===== src/rtl/product_bcd_converter.sv =====
// Signed product to sign + packed BCD magnitude, sequential double-dabble (one bit per clock).
// Optional leading-zero blank mask enabled by defining LEADING_ZERO_BLANK_EN.
module product_bcd_converter #(
    parameter int WIDTH  = 16,
    parameter int DIGITS = 5
) (
    input  logic                  Clk,
    input  logic                  Reset,
    input  logic                  Start,
    input  logic [WIDTH-1:0]      Product_In,
    output logic                  Busy,
    output logic                  Done,
    output logic                  Neg,
    output logic [4*DIGITS-1:0]   BCD,
    output logic [DIGITS-1:0]     Blank
);

    localparam int CW = $clog2(WIDTH + 1);
    localparam int BW = 4 * DIGITS;

    typedef enum logic [1:0] {
        ST_IDLE,
        ST_CONV,
        ST_DONE
    } state_t;

    state_t          state_q, state_d;
    logic [CW-1:0]   cnt_q, cnt_d;
    logic [WIDTH-1:0] mag_q, mag_d;
    logic [BW-1:0]   scr_q, scr_d;
    logic            neg_scr_q, neg_scr_d;
    logic [BW-1:0]   bcd_q, bcd_d;
    logic            neg_q, neg_d;

    logic [BW-1:0]       scr_adj;
    logic [BW+WIDTH-1:0] shifted;
    logic                last_iter;

    genvar gi;
    generate
        for (gi = 0; gi < DIGITS; gi++) begin : g_adj
            assign scr_adj[4*gi +: 4] = (scr_q[4*gi +: 4] >= 4'd5) ?
                                        (scr_q[4*gi +: 4] + 4'd3) : scr_q[4*gi +: 4];
        end
    endgenerate

    assign shifted   = {scr_adj, mag_q} << 1;
    assign last_iter = (cnt_q == CW'(WIDTH - 1));

    always_comb begin
        state_d   = state_q;
        cnt_d     = cnt_q;
        mag_d     = mag_q;
        scr_d     = scr_q;
        neg_scr_d = neg_scr_q;
        bcd_d     = bcd_q;
        neg_d     = neg_q;
        case (state_q)
            ST_IDLE: begin
                if (Start) begin
                    neg_scr_d = Product_In[WIDTH-1];
                    // 0x8000 negates to itself, which is exactly 2^(WIDTH-1) read as unsigned
                    mag_d     = Product_In[WIDTH-1] ? (~Product_In + WIDTH'(1)) : Product_In;
                    scr_d     = '0;
                    cnt_d     = '0;
                    state_d   = ST_CONV;
                end
            end
            ST_CONV: begin
                scr_d = shifted[BW+WIDTH-1 -: BW];
                mag_d = shifted[WIDTH-1:0];
                cnt_d = cnt_q + CW'(1);
                if (last_iter) begin
                    bcd_d   = shifted[BW+WIDTH-1 -: BW];
                    neg_d   = neg_scr_q;
                    state_d = ST_DONE;
                end
            end
            ST_DONE: begin
                state_d = ST_IDLE;
            end
            default: begin
                state_d = ST_IDLE;
            end
        endcase
    end

    always_ff @(posedge Clk or posedge Reset) begin
        if (Reset) begin
            state_q   <= ST_IDLE;
            cnt_q     <= '0;
            mag_q     <= '0;
            scr_q     <= '0;
            neg_scr_q <= 1'b0;
            bcd_q     <= '0;
            neg_q     <= 1'b0;
        end else begin
            state_q   <= state_d;
            cnt_q     <= cnt_d;
            mag_q     <= mag_d;
            scr_q     <= scr_d;
            neg_scr_q <= neg_scr_d;
            bcd_q     <= bcd_d;
            neg_q     <= neg_d;
        end
    end

    assign Busy = (state_q != ST_IDLE);
    assign Done = (state_q == ST_DONE);
    assign Neg  = neg_q;
    assign BCD  = bcd_q;

`ifdef LEADING_ZERO_BLANK_EN
    logic [DIGITS-1:0] blank_q, blank_d;

    // Digit 0 is never blanked so a zero result still shows a single "0"
    assign blank_d[0] = 1'b0;
    generate
        for (gi = 1; gi < DIGITS; gi++) begin : g_blank
            assign blank_d[gi] = (bcd_d[BW-1:4*gi] == '0);
        end
    endgenerate

    always_ff @(posedge Clk or posedge Reset) begin
        if (Reset) begin
            blank_q <= '0;
        end else begin
            blank_q <= blank_d;
        end
    end

    assign Blank = blank_q;
`else
    assign Blank = '0;
`endif

endmodule


===== config.mk =====
export PLATFORM = sky130hd
export DESIGN_NAME = product_bcd_converter
export DESIGN_NICKNAME = d
export VERILOG_FILES = /design/src/rtl/product_bcd_converter.sv
export SDC_FILE = /design/constraint.sdc
export NUM_CORES = 1
export LEC_CHECK = 0
export BUFFER_PORTS_ARGS = -buffer_cell sky130_fd_sc_hd__buf_2
export CORE_MARGIN = 8
export CORE_UTILIZATION = 64
export CTS_BUF_LIST = sky130_fd_sc_hd__clkbuf_8
export CTS_CLUSTER_SIZE = 20
export DETAILED_ROUTE_END_ITERATION = 10
export GPL_TIMING_DRIVEN = 0
export MAX_ROUTING_LAYER = met4
export PLACE_DENSITY = 0.95
export SLEW_MARGIN = 20
export SYNTH_ARGS = -nofsm -noshare
export SYNTH_HDL_FRONTEND = slang
export SYNTH_SLANG_ARGS = --single-unit

===== constraint.sdc =====
create_clock -name Clk -period 3.1 [get_ports Clk]
set_clock_uncertainty 0.2 [all_clocks]
set_input_delay 0.465 -clock Clk [delete_from_list [all_inputs] [get_ports Clk]]
set_output_delay 0.465 -clock Clk [all_outputs]
set_load 0.005 [all_outputs]

# Word-level counts from Yosys, hierarchy flattened
# Index checks and enable logic that the tools add are counted.
[totals] reg_bits=65
[op_classes] bitwise_logic=1 magnitude_cmp=5 n_mux=15 n_eq_ne=5 n_addsub=7 reduce_logical=7
[op_table] op="$pmux W20 S2" count=1
[op_table] op="$mux W16" count=2
[op_table] op="$pmux W16 S2" count=1
[op_table] op="$ge A4 B3 Y1 const B" count=5
[op_table] op="$mux W20" count=1
[op_table] op="$add A16 B1 Y16 const B" count=1
[op_table] op="$add A4 B2 Y4 const B" count=4
[op_table] op="$mux W4" count=4
[op_table] op="$not A16 Y16" count=1
[op_table] op="$pmux W5 S2" count=1
[op_table] op="$reduce_and A2 Y1" count=4
[op_table] op="$add A5 B1 Y5 const B" count=1
[op_table] op="$eq A5 B4 Y1 const B" count=1
[op_table] op="$mux W5" count=1
[op_table] op="$mux W2" count=2
[op_table] op="$ne A2 B2 Y1 const B" count=2
[op_table] op="$pmux W2 S2" count=1
[op_table] op="$reduce_bool A2 Y1" count=2
[op_table] op="$add A3 B2 Y3 const B" count=1
[op_table] op="$mux W3" count=1
[op_table] op="$eq A2 B1 Y1 const B" count=1
[op_table] op="$eq A2 B2 Y1 const B" count=1
[op_table] op="$logic_not A2 Y1" count=1

# Longest topological paths before layout
# Gate-level depths: netlist of the first run.
[depth] ltp_word=5 depth_mapped=7 mapped_depth_nobuf=6

# Worst setup path before layout of the first run
# Ideal clock, no wire load.
[synth_path] path_type="input -> register" from="input Product_In[0]" to="register mag_q[14]" n_path_buf=1 t_required_ps=2769 setup_slack_ps=968 arrival_time_ps=1802 setup_ps=131 path_stages=7 cell_sequence="inv_1 ha_1 or3b_2 buf_2 o41ai_4 xor2_1 o21ai_1"
[synth_between] elab_chain_cells=5
[synth_rtl] element="start, declared" line_no="10" text="input logic [WIDTH-1:0] Product_In,"
[synth_rtl] element="$not A16 Y16" line_no="63" text="mag_d = Product_In[WIDTH-1] ? (~Product_In + WIDTH'(1)) : Product_In;"
[synth_rtl] element="$add A16 B1 Y16" line_no="63"
[synth_rtl] element="$mux W16" line_no="63"
[synth_rtl] element="$mux W16" line_no="60" text="if (Start) begin"
[synth_rtl] element="$pmux W16 S2" line_no="58" text="case (state_q)"
[synth_rtl] element="end signal, assigned" line_no="100" text="mag_q <= mag_d;"
[synth_rtl] element="end, declared" line_no="29" text="logic [WIDTH-1:0] mag_q, mag_d;"
# No other way between the ends. The select of a mux whose other input is x is not followed.
# A chain may end at the register's enable or synchronous reset.

# Final worst setup path of the first run
[layout_path] from="register cnt_q[0]" to="register bcd_q[0], in the netlist BCD[0]"
[layout_between] elab_chain_cells=2
[layout_rtl] element="start, declared" line_no="28" text="logic [CW-1:0] cnt_q, cnt_d;"
[layout_rtl] element="start signal, assigned" line_no="99" text="cnt_q <= cnt_d;"
[layout_rtl] element="$eq A5 B4 Y1" line_no="48" text="assign last_iter = (cnt_q == CW'(WIDTH - 1));"
[layout_rtl] element="$reduce_and A2 Y1 (no source line)"
[layout_rtl] element="end signal, assigned" line_no="95" text="bcd_q <= '0;"
[layout_rtl] element="end signal, assigned" line_no="103" text="bcd_q <= bcd_d;"
[layout_rtl] element="end, declared" line_no="32" text="logic [BW-1:0] bcd_q, bcd_d;"
# No other way between the ends.

==> results.yml, run 1 <==
run_status:
  status: "complete, no violations"
min_path:
  hold_depth: 3
  hold_start: "Product_In[13]"
  hold_end: "mag_q[13]"
  hp-class: "in2reg"
cts:
  cts_tree: "yes"
  ctsResizeCount: 0
  clk_latency_ns: 0.34
  cts_sinks: 65
  clockBufferDepth: 2
  numCtsBuffers: 9
  clk_pin_slew_ns: 0.07
  htreeDepth: 3
  cts_setup_buffers: 0
  ctsRootBufferMaster: "clkbuf_8"
finish:
  final_cell_mix: "dfrtp_1 (65), o21ai_0 (61), nand2_1 (50), buf_2 (44), a21oi_1 (18)"
  layout_commonest_cell: "dfrtp_1"
  drive_above_1_share: 0.200
  final_util: 0.774
  n_antenna_cell: 0
  final_nets: 446
  area_growth_pct: 16.2
yosys:
  seq_area_frac_synth: 0.478
  syn_inst: 357
  synth.cell_area_sq_um: 3400
  yosysTopAreaCell: "dfrtp_1"
  ys_ff_latch: 65
  synth-main-ff-cell: "dfrtp_1"
  synth.distinct_cells: 39
  synth-edff-count: 0
  avgSynthCellArea_sq_um: 9.53
  synthTopCellsByArea: "dfrtp_1 (48%), o21ai_0 (9.0%), nand2_1 (5.5%)"
  async_flop_share: 1.00
  yosys_warnings: 0
  synth_top_area_share: 0.478
pwr:
  p_sw_frac: 0.387
  pwr-share-seq: 0.399
  power_frac_clock: 0.203
  ir_drop_mv: 0.415
  p_sw_w: 0.00141
  leakage_nw: 1.88
  power_frac_comb: 0.398
  power-per-cell-area_nw_per_um2: 921
  internal_power_w: 0.00223
place:
  gp_congestion: 0.800
  hpwlAfterDp_um: 5400
  port_buffers: 40
global_route:
  grt_usage: 0.217
  grt_pass1_wl_um: 12900
  antenna_found_initial: 0
  overflow: 0
  grt_max_degree: 51
  grt_pass1_vias: 2878
critical_path:
  cp.arrival_ns: 2.23
  path_class: "reg2reg"
  rr_startpoint: "cnt_q[0]"
  critPathSlowestCell: "dfrtp_1"
  r2r_slack_ns: 0.89
  cp_common_cell: "ha_1"
  path_cells: "ha_1, and3_1, ha_1, nand2_1, clkbuf_1, mux2_2"
  cp.required_ns: 3.12
  ff2ff_path_depth: 6
  worstSetupEndpointType: "flip-flop"
  crit_path_max_incr_delay_ns: 0.41
  worst_r2r_endpoint: "BCD[0]"
  cp-start-kind: "flip-flop"
  cp_max_fo: 10
sta:
  rsz0062_at_grt: "false"
  setup_tns_ns: 0
  min_period_over_period: 0.713
  max_slew_margin: 0.659
  fin_crit_ns: 2.21
  max_freq_mhz: 452
  final-hold-violation-count: 0
  worst_slew_pin_slew_ns: 0.512
  final_max_slew_viol_count: 0
  setup_viol: 0
detailed_routing:
  drtPass1Iterations: 4
  routed_wl_um: 7730
  drcViolationCount: 0
  final_antenna_net_count: 0
  wire_per_inst_um: 15.8
  via_count: 2817
  viasPerCell: 5.76
  first_iter_violations: 163
job:
  cap_violations: 0
die:
  pin_count: 47
  initial_core_util: 0.666
  rows: 26
  fp.dieW_um: 88.9
  die_height_um: 88.9
  dieArea_sq_um: 7900
  core_sq_um: 5110
## kinds of logic (layout without fill, tap and decap cells)
group / Yosys count / after routing / synth area share
mux: 7 / 7 / 0.0232
buf+inv: 42 / 100 / 0.0559
flops: 65 / 65 / 0.478
fa+ha+maj: 13 / 13 / 0.0478
xor+xnor: 19 / 19 / 0.0489
other cells: 1 / 5 / 0.00110
compound gates: 105 / 105 / 0.187
simple gates: 105 / 105 / 0.158
## worst max-delay path, delay by kind of cell, from the launching register on
kind / cells / cell delay [ns]
and+or+nand+nor: 2 / 0.36
muxes: 1 / 0.38
DFF: 1 / 0.41
adders and majority gates: 2 / 0.41
buffers and inverters: 1 / 0.33
## final cells by class
type	count	area (sq um)
Sequential cell	65	1630
Multi-Input combinational cell	254	1600
Inverter	15	58.8
Timing Repair Buffer	42	238
Buffer	27	134
Fill cell	347	1160
Clock inverter	4	42.5
Tap cell	70	87.6
Clock buffer	12	165
## layer usage
metal  track usage  share of wire  vias to the layer above
li1              -              -                     1344
met1         0.248           0.42                     1368
met2         0.363           0.51                       92
met3        0.0276          0.053                       13
met4         0.115          0.017                        0
met5             -              0                        -
## registers in the layout, summed over array words and instances, names as in the netlist
name and count:
state_q 2, neg_scr_q 1, BCD 20, Neg 1
scr_q 20, mag_q 16, cnt_q 5
## Yosys cell counts, types with 5 or more instances
library cell,number
nand2b_1,7
a21oi_1,18
o21ai_0,61
ha_1,13
buf_4,5
a22oi_1,11
xor2_1,13
nor3_1,5
mux2_2,7
nand2_1,50
clkbuf_1,14
nor2b_1,6
nor3b_1,10
o31ai_1,6
nand3_1,11
inv_1,15
xnor2_1,6
dfrtp_1,65
## power groups by stage
stage / Sequential [W] / Combinational [W] / Clock [W]
4_1_cts: 0.00144 / 0.00145 / 0.000742
2_1_floorplan: 0.00141 / 0.00100 / 0
3_3_place_gp: 0.00143 / 0.00131 / 0
3_5_place_dp: 0.00145 / 0.00142 / 0
6_report: 0.00145 / 0.00145 / 0.000737
5_1_grt: 0.00149 / 0.00165 / 0.000784
## how the worst max path moves through the flow
stage                             start   endpoint  slack (ns)  cells past startpoint
after global placement            Reset   mag_q[4]        0.15                      2
after global routing         state_q[1]  scr_q[18]        0.75                      5
after floorplan                   Reset     BCD[0]        0.81                      1
after detailed placement  Product_In[0]  mag_q[14]        0.68                      8
after CTS                      cnt_q[0]     BCD[0]        0.92                      6
final                          cnt_q[0]     BCD[0]        0.89                      6
## per-stage QoR
stage               total power, W  cells  worst slack, ns  cell area [sq um]  hold slack [ns]
detailed placement         0.00286    472            0.677               3730            0.211
finish                     0.00364    489            0.890               3950            0.219
floorplan                  0.00241    361            0.809               3420            0.242
global route               0.00392    489            0.747               3950            0.250
global placement           0.00273    471            0.152               3700            0.256
CTS                        0.00364    489            0.924               3950            0.215
## timing repair
item / 4_1_cts / 5_1_grt
endpoints found under the setup margin: 0 / 0
endpoints found under the hold margin: 15 / 0
hold buffers: 1 / 0
(Power assumes the default switching activity.)
==> run 2, diff against run 1 <==
--- a/config.mk
+++ b/config.mk
@@ -5,15 +5,16 @@
 export SDC_FILE = /design/constraint.sdc
 export NUM_CORES = 1
 export LEC_CHECK = 0
+export ABC_AREA = 1
 export BUFFER_PORTS_ARGS = -buffer_cell sky130_fd_sc_hd__buf_2
 export CORE_MARGIN = 8
-export CORE_UTILIZATION = 64
+export CORE_UTILIZATION = 59
 export CTS_BUF_LIST = sky130_fd_sc_hd__clkbuf_8
 export CTS_CLUSTER_SIZE = 20
 export DETAILED_ROUTE_END_ITERATION = 10
 export GPL_TIMING_DRIVEN = 0
 export MAX_ROUTING_LAYER = met4
-export PLACE_DENSITY = 0.95
+export PLACE_DENSITY = 0.93
 export SLEW_MARGIN = 20
 export SYNTH_ARGS = -nofsm -noshare
 export SYNTH_HDL_FRONTEND = slang
==> constraint.sdc (replaced) <==
create_clock -name Clk -period 2.2 [get_ports Clk]
set_clock_uncertainty 0.2 [all_clocks]
set_input_delay 0.33 -clock Clk [delete_from_list [all_inputs] [get_ports Clk]]
set_output_delay 0.33 -clock Clk [all_outputs]
set_load 0.005 [all_outputs]
==> run 2 against run 1 <==
Compared with the run above:
- routed wire length fell by 2.1%
- highest routed layer unchanged
- first-iteration DRC count fell by 20%
- sequential power rose by 41%
- global-route usage fell by 2.1 points
- clock power rose by 48%
- largest cell class unchanged
- sequential share of layout area rose by 0.57 points
==> results.yml, run 2 <==
sta:
  min_period_over_period: 0.929
  final-hold-violation-count: 0
  fin_crit_ns: 2.04
  setup_tns_ns: 0
  rsz0062_at_grt: "false"
  worst_slew_pin_slew_ns: 0.508
  max_freq_mhz: 489
  final_max_slew_viol_count: 0
  setup_viol: 0
  max_slew_margin: 0.662
critical_path:
  crit_path_max_incr_delay_ns: 0.41
  cp.arrival_ns: 2.04
  cp-start-kind: "flip-flop"
  cp_max_fo: 10
  cp.required_ns: 2.20
  worstSetupEndpointType: "flip-flop"
  path_cells: "ha_1, nand2_1, nor2_1, ha_1, nand2_1, clkbuf_1, o21ai_0"
  path_class: "reg2reg"
  critPathSlowestCell: "dfrtp_1"
detailed_routing:
  final_antenna_net_count: 0
  wire_per_inst_um: 14.3
  via_count: 2867
  routed_wl_um: 7570
  viasPerCell: 5.43
  first_iter_violations: 131
  drcViolationCount: 0
  drtPass1Iterations: 5
place:
  placed_area_sq_um: 3670
  hpwlAfterDp_um: 5550
  gp_congestion: 0.838
  port_buffers: 40
yosys:
  synth.cell_area_sq_um: 3350
  yosys_warnings: 0
  synth_top_area_share: 0.486
  seq_area_frac_synth: 0.486
  synth-edff-count: 0
  yosysTopAreaCell: "dfrtp_1"
  ys_ff_latch: 65
  synth.most_common_cell: "nand2_1"
  synth.distinct_cells: 27
  yosys-top-cells-count: "nand2_1 (97), dfrtp_1 (65), inv_1 (50)"
  synth-main-ff-cell: "dfrtp_1"
  avgSynthCellArea_sq_um: 8.47
  synthTopCellsByArea: "dfrtp_1 (49%), nand2_1 (11%), o21ai_0 (6.6%)"
  syn_inst: 395
  async_flop_share: 1.00
die:
  core_sq_um: 5510
  rows: 27
  pin_count: 47
  dieArea_sq_um: 8340
  die_height_um: 91.3
  fp.dieW_um: 91.3
  initial_core_util: 0.608
global_route:
  grt_pass1_vias: 2907
  grt_usage: 0.196
  grt_pass1_wl_um: 13100
  grt_max_degree: 46
  antenna_found_initial: 0
  overflow: 0
cts:
  clockBufferDepth: 2
  clk_latency_ns: 0.34
  clk_pin_slew_ns: 0.07
  ctsRootBufferMaster: "clkbuf_8"
  ctsResizeCount: 0
  htreeDepth: 3
  cts_sinks: 65
  cts_tree: "yes"
  numCtsBuffers: 9
pwr:
  power-per-cell-area_nw_per_um2: 1420
  leakage_nw: 2.04
  p_total_w: 0.00554
  ir_drop_mv: 0.727
finish:
  layout_commonest_cell: "nand2_1"
  final_nets: 484
  drive_above_1_share: 0.169
  final_cell_mix: "nand2_1 (97), dfrtp_1 (65), inv_1 (49), buf_2 (46), o21ai_0 (44)"
  n_antenna_cell: 0
  area_growth_pct: 16.5
  final_area_sq_um: 3900
min_path:
  hp-class: "in2reg"
run_status:
  status: "complete, no violations"
job:
  cap_violations: 0
==> run 2: cell count changes after synthesis, moves of 8 or more <==
cell,change
o21ai_0,-17
nor2_1,+15
nand2_1,+47
inv_1,+35
nor3b_1,-10
a21oi_1,-16
clkbuf_1,-8
o22ai_1,+22
nand3_1,+15
==> run 2: critical path: cells and delay by family, from the launching register on <==
family	cells	cell delay, ns
adders and majority gates	2	0.41
DFF	1	0.41
buffers and inverters	1	0.40
and+or+nand+nor	3	0.32
AOI/OAI and AO/OA	1	0.16
==> run 2: cell type report <==
class / instances / area [sq um]
inverters: 53 / 206
clock buffers: 13 / 179
fillers: 400 / 1610
plain buffers: 19 / 113
flip-flops and latches: 65 / 1630
clock inverters: 2 / 35.0
well taps: 72 / 90.1
multi-input cells: 262 / 1420
repair buffers: 42 / 230
==> run 2: where the power goes <==
part	internal (W)	total (W)	switching (W)
Combinational	0.000934	0.00240	0.00146
Clock	0.000639	0.00109	0.000448
Sequential	0.00173	0.00205	0.000319
==> run 2: through the flow <==
| step | setup slack (ns) | util | hold slack [ns] | instances |
|---|---|---|---|---|
| floorplan | 0.0435 | - | 0.253 | 399 |
| global placement | -0.631 | 0.663 | 0.260 | 511 |
| detailed placement | 0.177 | 0.667 | 0.105 | 512 |
| CTS | 0.157 | 0.708 | 0.0813 | 528 |
| global route | 0.0155 | 0.708 | 0.0966 | 528 |
| finish | 0.157 | 0.708 | 0.0903 | 528 |
==> run 2: kinds of logic (layout without fill, tap and decap cells) <==
group / count (synthesis) / count (layout) / synth area share
compound gates: 87 / 87 / 0.153
xor+xnor: 14 / 14 / 0.0366
fa+ha+maj: 13 / 13 / 0.0486
buf+inv: 72 / 129 / 0.0946
flops: 65 / 65 / 0.486
other cells: 1 / 5 / 0.00112
simple gates: 143 / 143 / 0.180
==> run 2: path summary, 6_finish.rpt <==
kind	start	end	slack, ns	cells past startpoint
setup / recovery	cnt_q[0]	BCD[0]	0.16	7
hold / removal	Product_In[12]	mag_q[12]	0.09	4
setup reg to reg	cnt_q[0]	BCD[0]	0.16	7
hold reg to reg	BCD[7]	BCD[7]	0.28	2
max in group asynchronous	Reset	scr_q[15]	0.99	4
min in group asynchronous	Reset	BCD[6]	0.29	3
==> run 2: timing repair <==
item                                   CTS  global route
setup buffers                            0             0
setup endpoints to repair                0             0
endpoints found under the hold margin   20             0
hold buffers                             1             0
==> run 2: per-layer routing <==
layer  up-vias  track usage  wire (um)
li1       1411            -          -
met1      1345        0.220       3220
met2        90        0.323       3830
met3        21       0.0379        337
met4         0        0.108        184
met5         -            -          0
==> run 3, diff against run 2 <==
--- a/config.mk
+++ b/config.mk
@@ -6,15 +6,15 @@
 export NUM_CORES = 1
 export LEC_CHECK = 0
 export ABC_AREA = 1
-export BUFFER_PORTS_ARGS = -buffer_cell sky130_fd_sc_hd__buf_2
 export CORE_MARGIN = 8
-export CORE_UTILIZATION = 59
+export CORE_UTILIZATION = 65
 export CTS_BUF_LIST = sky130_fd_sc_hd__clkbuf_8
 export CTS_CLUSTER_SIZE = 20
 export DETAILED_ROUTE_END_ITERATION = 10
+export DONT_BUFFER_PORTS = 1
 export GPL_TIMING_DRIVEN = 0
 export MAX_ROUTING_LAYER = met4
-export PLACE_DENSITY = 0.93
+export PLACE_DENSITY = 0.92
 export SLEW_MARGIN = 20
 export SYNTH_ARGS = -nofsm -noshare
 export SYNTH_HDL_FRONTEND = slang
==> run 3 against run 2 <==
Compared with the run above:
- total power down 2.4%
- sequential power grew 2%
- clock power grew 6%
- worst hold slack got worse by 0.081 ns
- core utilization increased by 5.0 points
- register-to-register slack improved by 0.04 ns
- global-route usage rose by 1.6 points
- first-iteration DRC count up 18%
- sequential share of layout area up 0.86 points
- clock-buffer cell count decreased by 2
- cell count decreased by 5.9%
- highest routed layer unchanged
==> results.yml, run 3 (synthesis results as in run 2) <==
cts:
  numCtsBuffers: 9
  cts_tree: "yes"
  cts_setup_buffers: 0
  cts_sinks: 65
  htreeDepth: 3
  ctsRootBufferMaster: "clkbuf_8"
  clk_pin_slew_ns: 0.07
  clk_latency_ns: 0.35
  clockBufferDepth: 2
sta:
  final-hold-violation-count: 0
  final_max_slew_viol_count: 0
  setup_viol: 0
  max_slew_margin: 0.647
  whs_ns: 0.00895
  max_freq_mhz: 499
  min_period_over_period: 0.911
  rsz0062_at_grt: "false"
  worst_slew_pin_slew_ns: 0.529
  fin_crit_ns: 2.01
run_status:
  status: "complete, no violations"
detailed_routing:
  final_antenna_net_count: 0
  drcViolationCount: 0
  routed_wl_um: 7200
  wl_met3_um: 473
  dr_wl_met2_um: 3670
  top_layer: "met4"
  via_count: 2757
  wire_per_inst_um: 14.5
  drt-met1-wl_um: 2900
  first_iter_violations: 155
  viasPerCell: 5.55
  drtPass1Iterations: 5
global_route:
  grt_pass1_wl_um: 12400
  grt_max_degree: 48
  antenna_found_initial: 0
  grt_pass1_vias: 2773
  grt_usage: 0.212
  overflow: 0
die:
  fp.dieW_um: 87.7
  initial_core_util: 0.664
  core_sq_um: 5040
  pin_count: 47
  die_height_um: 87.7
  rows: 26
  dieArea_sq_um: 7700
critical_path:
  cp.required_ns: 2.26
  cp_max_fo: 10
  cp-start-kind: "flip-flop"
  worstSetupEndpointType: "flip-flop"
  cp_common_cell: "nand2_1"
  crit_path_max_incr_delay_ns: 0.41
  path_class: "reg2reg"
  path_cells: "ha_1, nand2_1, nor2_1, ha_1, nand2_1, clkbuf_1, nand2_1, o21ai_0"
  critPathTopFamily: "simple AND/OR/NAND/NOR gates"
  critPathSlowestCell: "dfrtp_1"
  cp.arrival_ns: 2.06
  cp_num_buf_inv: 1
pwr:
  power-per-cell-area_nw_per_um2: 1420
  p_total_w: 0.00541
  leakage_nw: 1.93
  p_sw_frac: 0.396
  power_frac_comb: 0.402
  p_sw_w: 0.00214
  pwr-share-seq: 0.386
  ir_drop_mv: 0.624
  internal_power_w: 0.00327
  power_frac_clock: 0.212
finish:
  area_growth_pct: 14.1
  final_cell_mix: "nand2_1 (97), dfrtp_1 (65), inv_1 (49), o21ai_0 (44), nand3_1 (26)"
  drive_above_1_share: 0.0913
  instances_no_fill: 497
  layout_commonest_cell: "nand2_1"
  final_nets: 454
  n_antenna_cell: 0
place:
  port_buffers: 0
  gp_congestion: 0.851
  hpwlAfterDp_um: 5200
  place_inst: 470
min_path:
  hp-class: "in2reg"
job:
  cap_violations: 0
run 3: changes by cell type in the layout (fill, tap and decap cells not counted):
| cell | before | now |
|---|---|---|
| buf_2 | 46 | 6 |
| dlygate4sd3_1 | 1 | 11 |
| clkbuf_8 | 13 | 11 |
| buf_12 | 1 | 0 |
| buf_16 | 0 | 1 |
| bufinv_16 | 1 | 2 |
| clkbuf_1 | 6 | 5 |
| clkbuf_2 | 0 | 1 |
| clkinv_2 | 1 | 2 |
| clkinvlp_4 | 0 | 1 |
run 3: cell type report:
cell class | instances | area (sq um)
clock buffer | 11 | 151
inverter | 53 | 206
tap | 70 | 87.6
timing repair buffer | 12 | 138
sequential | 65 | 1630
fill | 363 | 1220
clock inverter | 5 | 77.6
multi-input combinational | 262 | 1420
buffer | 19 | 114
run 3: worst register-to-register path, delay by kind of cell, from the launching register on:
kind | cells | cell delay, ns
DFF | 1 | 0.41
adders and majority gates | 2 | 0.40
buffers and inverters | 1 | 0.39
and+or+nand+nor | 4 | 0.41
AOI/OAI and AO/OA | 1 | 0.10
run 3: worst paths after layout:
path,startpoint,to,slack [ns],cells after the start
max,cnt_q[0],BCD[16],0.19,8
min,Product_In[3],mag_q[3],0.009,2
max reg2reg,cnt_q[0],BCD[16],0.19,8
min reg2reg,mag_q[0],mag_q[0],0.29,2
max in group asynchronous,Reset,mag_q[7],1.11,3
min in group asynchronous,Reset,scr_q[10],0.20,2
run 3: power by group through the flow:
| stage | registers [W] | logic, W | clock network, W |
|---|---|---|---|
| after global placement | 0.00207 | 0.00199 | 0 |
| after CTS | 0.00209 | 0.00217 | 0.00116 |
| after detailed placement | 0.00210 | 0.00214 | 0 |
| final | 0.00209 | 0.00218 | 0.00115 |
| after floorplan | 0.00200 | 0.00170 | 0 |
| after global routing | 0.00215 | 0.00249 | 0.00123 |
run 3: per-stage QoR:
stage	cell area (sq um)	setup slack, ns	util	setup TNS (ns)
finish	3820	0.195	0.757	0
floorplan	3360	0.0435	-	0
global placement	3450	-0.496	0.684	-32.02
global route	3820	0.0385	0.757	0
detailed placement	3480	0.166	0.690	0
CTS	3820	0.170	0.757	0
run 3: repair_timing:
| item | CTS | global route |
|---|---|---|
| hold buffers | 11 | 0 |
| endpoints found under the hold margin | 75 | 0 |
| endpoints found under the setup margin | 0 | 6 |
| resized for setup | 0 | 2 |
run 3: routing by layer:
metal	track usage	up-vias
met5	-	-
met4	0.106	0
met3	0.0638	17
met2	0.350	82
met1	0.227	1318
li1	-	1340
